[src/rtl/dmem_arbiter.sv]
// dmem_arbiter: shares the single-ported data memory between the core
// load/store unit (port 0) and a secondary master (port 1).
// One request is in flight at a time; memory strobes and responses are registered.
// Build option: define DMEM_ARB_FIXED_PRIO_EN for fixed priority (port 0 wins
// every contention). Leave it undefined for round-robin arbitration.
//
// state  | meaning
// -------+-----------------------------------------------------------
// IDLE   | no request owned; accept the arbitration winner
// ISSUE  | memory strobe high for one cycle; write response pulses here
// RDWAIT | dmem read data valid; capture it and pulse the read response
module dmem_arbiter #(
  parameter int AW = 16,
  parameter int DW = 16
) (
  input  logic          clk,
  input  logic          rst,
  input  logic          req0_valid_i,
  output logic          req0_ready_o,
  input  logic          req0_write_i,
  input  logic [AW-1:0] req0_addr_i,
  input  logic [DW-1:0] req0_wdata_i,
  output logic          rsp0_valid_o,
  output logic [DW-1:0] rsp0_rdata_o,
  input  logic          req1_valid_i,
  output logic          req1_ready_o,
  input  logic          req1_write_i,
  input  logic [AW-1:0] req1_addr_i,
  input  logic [DW-1:0] req1_wdata_i,
  output logic          rsp1_valid_o,
  output logic [DW-1:0] rsp1_rdata_o,
  output logic [AW-1:0] mem_addr_o,
  output logic [DW-1:0] mem_wdata_o,
  output logic          mem_write_o,
  output logic          mem_read_o,
  input  logic [DW-1:0] mem_rdata_i
);

  typedef enum logic [1:0] {
    IDLE   = 2'd0,
    ISSUE  = 2'd1,
    RDWAIT = 2'd2
  } state_t;

  state_t        state;
  logic          owner;
  logic          lat_write;
  logic          grant_sel;
  logic          accept;
  logic          sel_write;
  logic [AW-1:0] sel_addr;
  logic [DW-1:0] sel_wdata;

`ifndef DMEM_ARB_FIXED_PRIO_EN
  logic          last_grant;
`endif

  // Pick a winner; ready is combinational, only in IDLE, and suppressed under reset.
  always_comb begin
    grant_sel = 1'b0;
    if (req0_valid_i && req1_valid_i) begin
`ifdef DMEM_ARB_FIXED_PRIO_EN
      grant_sel = 1'b0;
`else
      grant_sel = ~last_grant;
`endif
    end else begin
      grant_sel = ~req0_valid_i;
    end
    accept       = (state == IDLE) && (req0_valid_i || req1_valid_i) && !rst;
    req0_ready_o = accept && !grant_sel;
    req1_ready_o = accept && grant_sel;
    sel_write    = grant_sel ? req1_write_i : req0_write_i;
    sel_addr     = grant_sel ? req1_addr_i  : req0_addr_i;
    sel_wdata    = grant_sel ? req1_wdata_i : req0_wdata_i;
  end

  // Sequencer: latch the winner, strobe dmem, route the response to the owner.
  always_ff @(posedge clk) begin
    if (rst) begin
      state        <= IDLE;
      owner        <= 1'b0;
      lat_write    <= 1'b0;
`ifndef DMEM_ARB_FIXED_PRIO_EN
      last_grant   <= 1'b1;
`endif
      mem_addr_o   <= '0;
      mem_wdata_o  <= '0;
      mem_write_o  <= 1'b0;
      mem_read_o   <= 1'b0;
      rsp0_valid_o <= 1'b0;
      rsp1_valid_o <= 1'b0;
      rsp0_rdata_o <= '0;
      rsp1_rdata_o <= '0;
    end else begin
      mem_write_o  <= 1'b0;
      mem_read_o   <= 1'b0;
      rsp0_valid_o <= 1'b0;
      rsp1_valid_o <= 1'b0;
      case (state)
        IDLE: begin
          if (accept) begin
            owner       <= grant_sel;
            lat_write   <= sel_write;
            mem_addr_o  <= sel_addr;
            mem_wdata_o <= sel_wdata;
            mem_write_o <= sel_write;
            mem_read_o  <= !sel_write;
            // A write completes with its strobe, so its pulse lands in ISSUE.
            if (sel_write) begin
              rsp0_valid_o <= !grant_sel;
              rsp1_valid_o <= grant_sel;
            end
`ifndef DMEM_ARB_FIXED_PRIO_EN
            last_grant  <= grant_sel;
`endif
            state       <= ISSUE;
          end
        end
        ISSUE: begin
          state <= lat_write ? IDLE : RDWAIT;
        end
        RDWAIT: begin
          if (owner) begin
            rsp1_valid_o <= 1'b1;
            rsp1_rdata_o <= mem_rdata_i;
          end else begin
            rsp0_valid_o <= 1'b1;
            rsp0_rdata_o <= mem_rdata_i;
          end
          state <= IDLE;
        end
        default: state <= IDLE;
      endcase
    end
  end

endmodule

[config.mk]
export PLATFORM = sky130hd
export DESIGN_NAME = dmem_arbiter
export DESIGN_NICKNAME = d
export VERILOG_FILES = /design/src/rtl/dmem_arbiter.sv
export SDC_FILE = /design/constraint.sdc
export NUM_CORES = 1
export LEC_CHECK = 0
export BUFFER_PORTS_ARGS = -buffer_cell sky130_fd_sc_hd__clkbuf_2
export CORE_MARGIN = 4
export CORE_UTILIZATION = 49
export DETAILED_ROUTE_END_ITERATION = 7
export PLACE_DENSITY = 0.89
export SLEW_MARGIN = 0
export SYNTH_ARGS = -nofsm -noshare
export SYNTH_HDL_FRONTEND = slang
export SYNTH_SLANG_ARGS = --single-unit
[constraint.sdc]
create_clock -name clk -period 2.3 [get_ports clk]
set_clock_uncertainty 0.05 [all_clocks]
set_input_delay 0.46 -clock clk [delete_from_list [all_inputs] [get_ports clk]]
set_output_delay 0.46 -clock clk [all_outputs]
set_load 0.005 [all_outputs]
==> metrics.txt, run 1 <==
run status=completed; final standard cell utilization of the core=67.4%; Resize count post-CTS=0; Primary FF master, synth=dfxtp_1; number of flops mapped to enable cells by yosys=0; GR Util All Layers=a little over a fifth; normalized max-slew margin=45.6%; number of I/O port buffers=155; Tightest Hold Check Type=primary input to flop; post-layout net count=just under 600; peak supply drop=around 0.0006 V; number of clock buffers inserted by TritonCTS=9; number of antenna cells inserted=0; # Max-Cap Violations=0; largest cells by area after synthesis=dfxtp_1 (47%), nand2_1 (16%), a311oi_2 (14%), a21oi_1 (5.7%), nor2_2 (3.6%); FF-to-FF End=mem_wdata_o[11]; worst setup path endpoint=req1_ready_o; layout-stage area growth over the synthesis result=31.4%; Final Hold Viols=0; R2R Setup Slk=0.57 ns; TritonCTS clock tree=done; Post-CTS Setup Repair Bufs=0; launching instance or port of the critical path=state[1]; wire length of the first global-routing pass=12.8 mm; part of the Yosys area used for sequential elements=a little under half; Core Rows=28; PnR worst setup slack=0.461 ns; number of iterations in the first detailed-routing pass=6; setup repair after global routing missed its margin=false; TritonCTS Sinks=between 70 and 80; DRT antenna net count=0; Via Count=~3000; Die X-Extent=about 87 um; Residual DRC=0; adder-cell share of the synthesized area=0%; final hold slack=0.308 ns; detail-routed via count per cell=5.13; clock transition at the register clock pins on the worst setup and hold paths after CTS=0.08 ns; vias in the first global route=2875; Fin Setup TNS=0 ns; count of final max-slew check failures=0; final design area excluding fillers=4060 um^2; Compound-Gate Fraction of Synth Area=around a fifth; overflow left after global routing=0; Initial DRC Count=between 100 and 150; cell taking the most area after synthesis=dfxtp_1; share of synthesized cell area in and, or, nand and nor gates=25.0%; placed instance area=around 3800 um^2; average detailed-routed wire length per instance=approximately 14 um; post-synthesis register bit count=73; root cell of the clock tree=clkbuf_8; share of post-route cells with drive strength above 1=44.9%; Post-Place Setup Slack=approximately 0.28 ns; vertical extent of the die=a little under 90 um; highest clock frequency the design can meet=544 MHz; total setup violations reported at the end of the flow=0; slew at the pin closest to its max-slew limit=~0.82 ns; largest family of logic cells by synthesized area=simple AND/OR/NAND/NOR gates; area share of the largest cell type after synthesis=~47%; Max Fanout on Critical Path=8; required time at the worst-slack endpoint=1.79 ns; Worst Path Class, Setup=flop to output port; worst flop-to-flop path startpoint=state[0]; average cell area after synthesis=8.76 um^2; share of the synthesized netlist area taken by xor and xnor gates=0%; static leakage=1.83 nW; crit path launch type=flop; number of antenna violations at the first check in global routing=0; GPL Wtd Cong=0.790; multiplexer share of the synthesized area=0.971%; core box area=6030 um^2; WL final=approximately 7.9 mm; net count of the mapped netlist=approximately 440; synth unique cells=31; endpoint type of the worst setup path=output port; cells on worst reg2reg path=5; data arrival time of the critical path=about 1.3 ns; Worst-Skew Late Latency=0.33 ns; Tcrit/Tclk final=79.9%; Cells after Synth=between 300 and 400; area of the mapped netlist=3090 um^2; hold_buf cts=0; share of synthesized registers carrying an async set or reset=0%; Die Area=7640 um^2; number of warnings printed during yosys synthesis=0; Final Critical Period=about 1.8 ns; starting density of the core=51.3%; largest net degree at the start of global routing=68; deepest level of the CTS H-tree=3; power density cells=753 nW/um^2; Top-Level Pins=156; DP Wirelength=approximately 6 mm; largest buffer count on any clock path=2
==> final cells by class <==
cell class | instances | area [um^2]
well taps | 75 | 93.8
inverters | 2 | 12.5
clock inverters | 7 | 118
multi-input cells | 251 | 1450
clock buffers | 9 | 124
flip-flops and latches | 73 | 1460
fillers | 504 | 1960
repair buffers | 159 | 806
==> logic make-up (layout without fill, tap and decap cells) <==
kind of cell / Yosys count / count (layout)
muxes: 3 / 3
AOI/OAI and AO/OA: 70 / 70
DFF: 73 / 73
buffers and inverters: 29 / 177
and+or+nand+nor: 178 / 178
==> where the power goes <==
| part | internal [mW] | switching, mW | leakage, nW |
|---|---|---|---|
| sequential | 1.34 | 0.0528 | 0.597 |
| clock | 0.722 | 0.469 | 0.124 |
| combinational | 0.212 | 0.259 | 1.11 |
==> cell usage after synthesis (2+ instances only) <==
library cell  count
nand2_1         131
dfxtp_1          73
a21oi_1          35
a311oi_2         28
nor2_2           18
nor2_1           15
buf_2             8
buf_4             7
clkbuf_1          7
buf_6             3
mux2i_1           3
o21ai_0           3
a311oi_1          2
and2_1            2
and3_1            2
==> worst max-delay path, stage by stage (launching register included) <==
cell	delay, ns
dfxtp_1	0.39
nor3_4	0.24
and3_1	0.23
clkbuf_2	0.15
==> routing by layer <==
layer	global-route usage, %	share of wire, %
met1	25.2	40
met2	36.6	50
met3	5.77	8.3
met4	7.67	1.6
met5	0	0
==> state kept, by name, indices dropped and copies added (netlist names) <==
signal	flops
lat_write	1
owner	1
rsp1_rdata_o	16
state	2
mem_addr_o	16
last_grant	1
rsp1_valid_o	1
mem_read_o	1
mem_wdata_o	16
mem_write_o	1
rsp0_rdata_o	16
rsp0_valid_o	1
==> stage by stage <==
| stage | instances | power (mW) |
|---|---|---|
| after floorplan | 353 | 1.72 |
| after global placement | 560 | 1.88 |
| after detailed placement | 560 | 1.90 |
| after CTS | 576 | 3.08 |
| after global routing | 576 | 3.22 |
| final | 576 | 3.06 |
==> layout by cell type (no fill, tap or decap), types with 4 or more instances in the layout <==
cell and instances:
a21oi_1 35, a311oi_2 28, buf_4 4, clkbuf_2 154, clkbuf_8 9, dfxtp_1 73
nand2_1 131, nor2_1 15, nor2_2 18
==> worst min path at each step <==
stage,from,to,cells after the start,slack [ns]
after floorplan,lat_write,state[1],1,0.35
after global placement,lat_write,state[1],1,0.36
after detailed placement,lat_write,state[1],1,0.37
after global routing,mem_rdata_i[4],rsp0_rdata_o[4],3,0.29
final,mem_rdata_i[2],rsp0_rdata_o[2],3,0.31
after CTS,mem_rdata_i[2],rsp0_rdata_o[2],3,0.29
(Power assumes the default switching activity.)
==> run 2, diff against run 1 <==
Settings changed: ABC_AREA set to 1, CORE_UTILIZATION 49 to 45, PLACE_DENSITY 0.89 to 0.83.
Clock period 2.3 ns to 1.8 ns, I/O delays scaled along.
==> run 2 against run 1 <==
Compared with the run above: non-clock buffer count is 11 higher; total power is 21% higher; sequential power is 25% higher; hold slack worse by 0.061 ns; largest cell class unchanged; flip-flop and latch count stayed put.
==> metrics.txt, run 2 <==
largest net degree at the start of global routing=35; most common library cell in the layout ignoring fill and taps=clkbuf_2; number of antenna cells inserted=0; met2 Track Usage GR=33.9%; Post-Place Setup Slack=about 0.37 ns; global route hottest layer=met2; layout-stage area growth over the synthesis result=34.8%; required time at the worst-slack endpoint=1.39 ns; leading post-synthesis cells by instance count=nand2_1 (132), dfxtp_1 (73), a21oi_1 (68), inv_1 (40), nand3_1 (37); Tcrit/Tclk final=93.6%; total setup violations reported at the end of the flow=0; static leakage=2.05 nW; Cells after Synth=424; Sequential Area=1460 um^2; share of synthesized registers carrying an async set or reset=0%; Final Critical Period=1.68 ns; power density cells=898 nW/um^2; Initial DRC Count=115; largest buffer count on any clock path=2; Final Hold Viols=0; average detailed-routed wire length per instance=about 12 um; non-filler instance count after layout=658; overflow left after global routing=0; Tightest Hold Check Type=primary input to flop; vertical extent of the die=90.3 um; endpoint type of the worst setup path=output port; delay contributed by the slowest stage of the critical path=0.36 ns; global-route met3 utilization=under 10%; Worst-Skew Late Latency=0.33 ns; root cell of the clock tree=clkbuf_8; most frequently used cell type in the post-synthesis netlist=nand2_1; number of iterations in the first detailed-routing pass=4; Max Fanout on Critical Path=4; slew at the pin closest to its max-slew limit=around 0.34 ns; Core Rows=29; net count of the mapped netlist=slightly above 500; Die Area=8150 um^2; vias in the first global route=just over 3000; Residual DRC=0; clock transition at the register clock pins on the worst setup and hold paths after CTS=0.07 ns; cells on worst reg2reg path=6; data arrival time of the critical path=1.27 ns; sink of the worst hold path=rsp1_valid_o; final hold slack=0.247 ns; number of I/O port buffers=155; setup repair after global routing missed its margin=false; area share of the largest cell type after synthesis=approximately 48%; count of final max-slew check failures=0; R2R Setup Slk=0.51 ns; Fill cells=575; Fin Setup TNS=0 ns; wire length of the first global-routing pass=approximately 13 mm; peak supply drop=0.000425 V; Top-Level Pins=roughly 160; cell taking the most area after synthesis=dfxtp_1; run status=completed; normalized max-slew margin=77.5%; area of combinational cells with multiple inputs=1290 um^2; number of flops mapped to enable cells by yosys=0; GPL Wtd Cong=0.776; Via Count=~3200; GR Util All Layers=~20%; post-synthesis register bit count=73; hold_buf cts=0; number of warnings printed during yosys synthesis=0; core box area=6460 um^2; number of antenna violations at the first check in global routing=0; number of clock buffers inserted by TritonCTS=9; PnR worst setup slack=0.115 ns; DRT antenna net count=0; share of post-route cells with drive strength above 1=between 30 and 40%; detail-routed via count per cell=4.84; FF-to-FF End=lat_write; starting density of the core=between 40 and 50%; top library cells by usage in the layout, fill and taps aside=clkbuf_2 (155), nand2_1 (132), dfxtp_1 (73); synth unique cells=20; crit path launch type=flop; TritonCTS Sinks=between 70 and 80; average cell area after synthesis=7.19 um^2; Global Route met1 Usage=22.9%; cells traversed along the worst timing path=nor2_4, nand2_4, nor2_8, nand2_1, inv_1, clkbuf_2; Hold Startpoint=req1_write_i; Die X-Extent=around 90 um; part of the Yosys area used for sequential elements=47.9%; Primary FF master, synth=dfxtp_1; DP Wirelength=between 6 and 7 mm; number of cells traversed by the worst hold path=3; # Max-Cap Violations=0; area of the mapped netlist=3050 um^2; post-layout net count=662; highest clock frequency the design can meet=about 590 MHz; total placed cells including tap cells=642; WL final=7.95 mm; slowest stage cell, crit path=dfxtp_1; worst flop-to-flop path startpoint=state[1]; largest cells by area after synthesis=dfxtp_1 (48%), nand2_1 (16%), a21oi_1 (11%), nand3_1 (6.1%), o21ai_0 (5.3%); deepest level of the CTS H-tree=3; TritonCTS clock tree=done; Worst Path Class, Setup=flop to output port
## run 2: how the worst max path moves through the flow
| stage | start | end | depth (start not counted) |
|---|---|---|---|
| global route | state[1] | req0_ready_o | 4 |
| floorplan | req0_valid_i | req1_ready_o | 8 |
| CTS | state[1] | req1_ready_o | 6 |
| finish | state[1] | req1_ready_o | 6 |
| detailed placement | rst | req0_ready_o | 5 |
| global placement | req0_valid_i | req1_ready_o | 8 |
## run 2: layout make-up
type | count | share of cell area, %
clock inverter | 7 | 2.31
multi-input combinational | 281 | 31.4
timing repair buffer | 170 | 21.6
inverter | 41 | 3.75
tap | 77 | 2.35
clock buffer | 9 | 3.02
sequential | 73 | 35.6
## run 2: through the flow
step	utilization (%)	total power [mW]	instance area, um^2
floorplan	-	2.10	3050
global placement	60.1	2.33	3880
detailed placement	60.1	2.34	3880
CTS	63.5	3.74	4100
global route	63.6	3.89	4110
finish	63.6	3.69	4110
## run 2: power breakdown
group	leakage, nW	switching (mW)	internal (mW)
clock	0.109	0.608	0.780
sequential	0.594	0.0469	1.70
combinational	1.34	0.306	0.246
total	2.05	0.961	2.73
## run 2: repair_timing
| item | CTS | global route |
|---|---|---|
| setup endpoints to repair | 0 | 2 |
| setup buffers | 0 | 0 |
| resized for setup | 0 | 1 |
## run 2: kinds of logic after synthesis
logic type             Yosys count  share of synthesized area (%)
flip-flops                      73                           47.9
AND/OR/NAND/NOR                180                           25.5
buffers and inverters           70                           9.93
AO/OA/AOI/OAI                  101                           16.6
## run 2: worst max-delay path, delay by kind of cell, from the launching register on
family,cells,cell delay [ns]
DFF,1,0.36
and+or+nand+nor,4,0.41
buffers and inverters,2,0.16
## run 2: routing by layer
metal,part of all wire (%),wire (um)
met1,43,3440
met2,47,3710
met3,8.1,641
met4,1.9,153
met5,0,0
==> run 3, diff against run 2 <==
==> constraint.sdc (replaced) <==
create_clock -name clk -period 1.8 [get_ports clk]
set_clock_uncertainty 0.05 [all_clocks]
set_input_delay 0.18 -clock clk [delete_from_list [all_inputs] [get_ports clk]]
set_output_delay 0.18 -clock clk [all_outputs]
set_load 0.005 [all_outputs]
==> run 3 against run 2 <==
Compared with the run above: combinational power about the same; routed wire length down 0.23%; final area up 0.37%; register-to-register slack worse by 0.17 ns; core utilization up 0.23 points; flip-flop and latch count unchanged; critical path depth down 1; largest cell class unchanged; hold slack worse by 0.16 ns; first-iteration DRC count down 19%; count of clock-buffer cells in the layout up 1; worst setup slack better by 0.044 ns; via count up 0.13%.
==> metrics.txt, run 3 (synthesis results as in run 2) <==
delay contributed by the slowest stage of the critical path=0.32 ns; slew at the pin closest to its max-slew limit=between 0.4 and 0.5 ns; post-layout net count=660; count of final max-slew check failures=0; clock transition at the register clock pins on the worst setup and hold paths after CTS=approximately 0.070 ns; number of iterations in the first detailed-routing pass=4; DRT antenna net count=0; static leakage=2.06 nW; layout-stage area growth over the synthesis result=35.3%; highest clock frequency the design can meet=610 MHz; largest buffer count on any clock path=2; final design area excluding fillers=4120 um^2; data arrival time of the critical path=1.41 ns; Die Area=8150 um^2; Initial DRC Count=a little over 90; GPL Wtd Cong=0.786; cell family with most CP delay=simple AND/OR/NAND/NOR gates; total setup violations reported at the end of the flow=0; cells traversed along the worst timing path=inv_1, nand2_2, nand2_2, nor2_1, clkbuf_2; crit path launch type=flop; power density cells=925 nW/um^2; Max Fanout on Critical Path=22; Fin Setup TNS=0 ns; most common library cell in the layout ignoring fill and taps=clkbuf_2; placed instance area=approximately 3900 um^2; worst path bufs/invs=2; Die X-Extent=90.3 um; run status=completed; Switch Pwr=0.913 mW; top library cells by usage in the layout, fill and taps aside=clkbuf_2 (155), nand2_1 (132), dfxtp_1 (73); Worst-Skew Late Latency=0.32 ns; slowest stage cell, crit path=dfxtp_1; final standard cell utilization of the core=between 60% and 70%; GR Util All Layers=19.4%; core box area=6460 um^2; Final Critical Period=1.64 ns; share of post-route cells with drive strength above 1=33.0%; deepest level of the CTS H-tree=3; switching share of power=23.9%; number of clock buffers inserted by TritonCTS=9; vias in the first global route=roughly 3000; overflow left after global routing=0; fraction of power consumed by combinational cells=between 10% and 20%; required time at the worst-slack endpoint=1.57 ns; vertical extent of the die=90.3 um; number of antenna cells inserted=0; Via Count=3186; Residual DRC=0; normalized max-slew margin=just over 70%; # Max-Cap Violations=0; number of I/O port buffers=155; Final Hold Viols=0; largest net degree at the start of global routing=35; endpoint type of the worst setup path=output port; sequential share of power=45.9%; starting density of the core=47.2%; DP Wirelength=6.06 mm; average detailed-routed wire length per instance=between 10 and 15 um; Resize count post-CTS=0; PnR Total Power=3.82 mW; Power Internal=2.90 mW; setup repair after global routing missed its margin=false; TritonCTS clock tree=done; wire length of the first global-routing pass=13.3 mm; Tightest Hold Check Type=primary input to flop; Core Rows=29; Worst Path Class, Setup=flop to output port; WL final=between 7 and 8 mm; Top-Level Pins=156; cell mode on critical path=nand2_2; Tcrit/Tclk final=between 90% and 100%; detail-routed via count per cell=4.86; relative contribution of the clock network to total power=39.6%; number of antenna violations at the first check in global routing=0; root cell of the clock tree=clkbuf_8; peak supply drop=0.000488 V; TritonCTS Sinks=73
[run 3: cell type report]
class | count | area [um^2]
fillers | 547 | 2340
flip-flops and latches | 73 | 1460
multi-input cells | 281 | 1280
repair buffers | 168 | 886
inverters | 41 | 154
clock buffers | 10 | 138
clock inverters | 5 | 104
well taps | 77 | 96.3
[run 3: through the flow]
stage | hold slack [ns] | cells | setup slack, ns
floorplan | 0.290 | 424 | 0.580
global placement | 0.364 | 638 | 0.450
detailed placement | 0.375 | 638 | 0.351
CTS | 0.0698 | 653 | 0.0868
global route | 0.0864 | 655 | 0.00689
finish | 0.0880 | 655 | 0.160
[run 3: power by group through the flow]
stage	Clock (mW)	Sequential (mW)	Combinational, mW
floorplan	0	1.79	0.308
global placement	0	1.79	0.534
detailed placement	0	1.79	0.549
CTS	1.55	1.75	0.551
global route	1.64	1.76	0.627
finish	1.51	1.75	0.551
[run 3: repair_timing]
item | 4_1_cts | 5_1_grt
hold buffers | 0 | 0
endpoints found under the hold margin | 0 | 0
buffers inserted | 0 | 2
endpoints found under the setup margin | 0 | 1
[run 3: final timing paths]
| path | start | end | slack [ns] | cells past startpoint |
|---|---|---|---|---|
| setup / recovery | last_grant | req0_ready_o | 0.16 | 5 |
| hold / removal | req1_write_i | rsp1_valid_o | 0.09 | 3 |
| setup reg to reg | state[1] | mem_wdata_o[3] | 0.34 | 7 |
| hold reg to reg | lat_write | state[1] | 0.39 | 1 |
[run 3: layer usage]
| layer | global-route usage, % | vias up | part of all wire [%] |
|---|---|---|---|
| met5 | 0 | - | 0 |
| met4 | 6.12 | 0 | 0.96 |
| met3 | 6.58 | 7 | 8.5 |
| met2 | 32.3 | 132 | 47 |
| met1 | 23.7 | 1394 | 43 |
| li1 | - | 1653 | - |
[run 3: worst reg2reg max path, stage by stage (launching register included)]
cell and delay [ns]:
dfxtp_1 0.34, nor2_2 0.20, nand2_4 0.10, nor2_8 0.12, buf_4 0.20, buf_4 0.19
nand2_1 0.06, a21oi_1 0.12
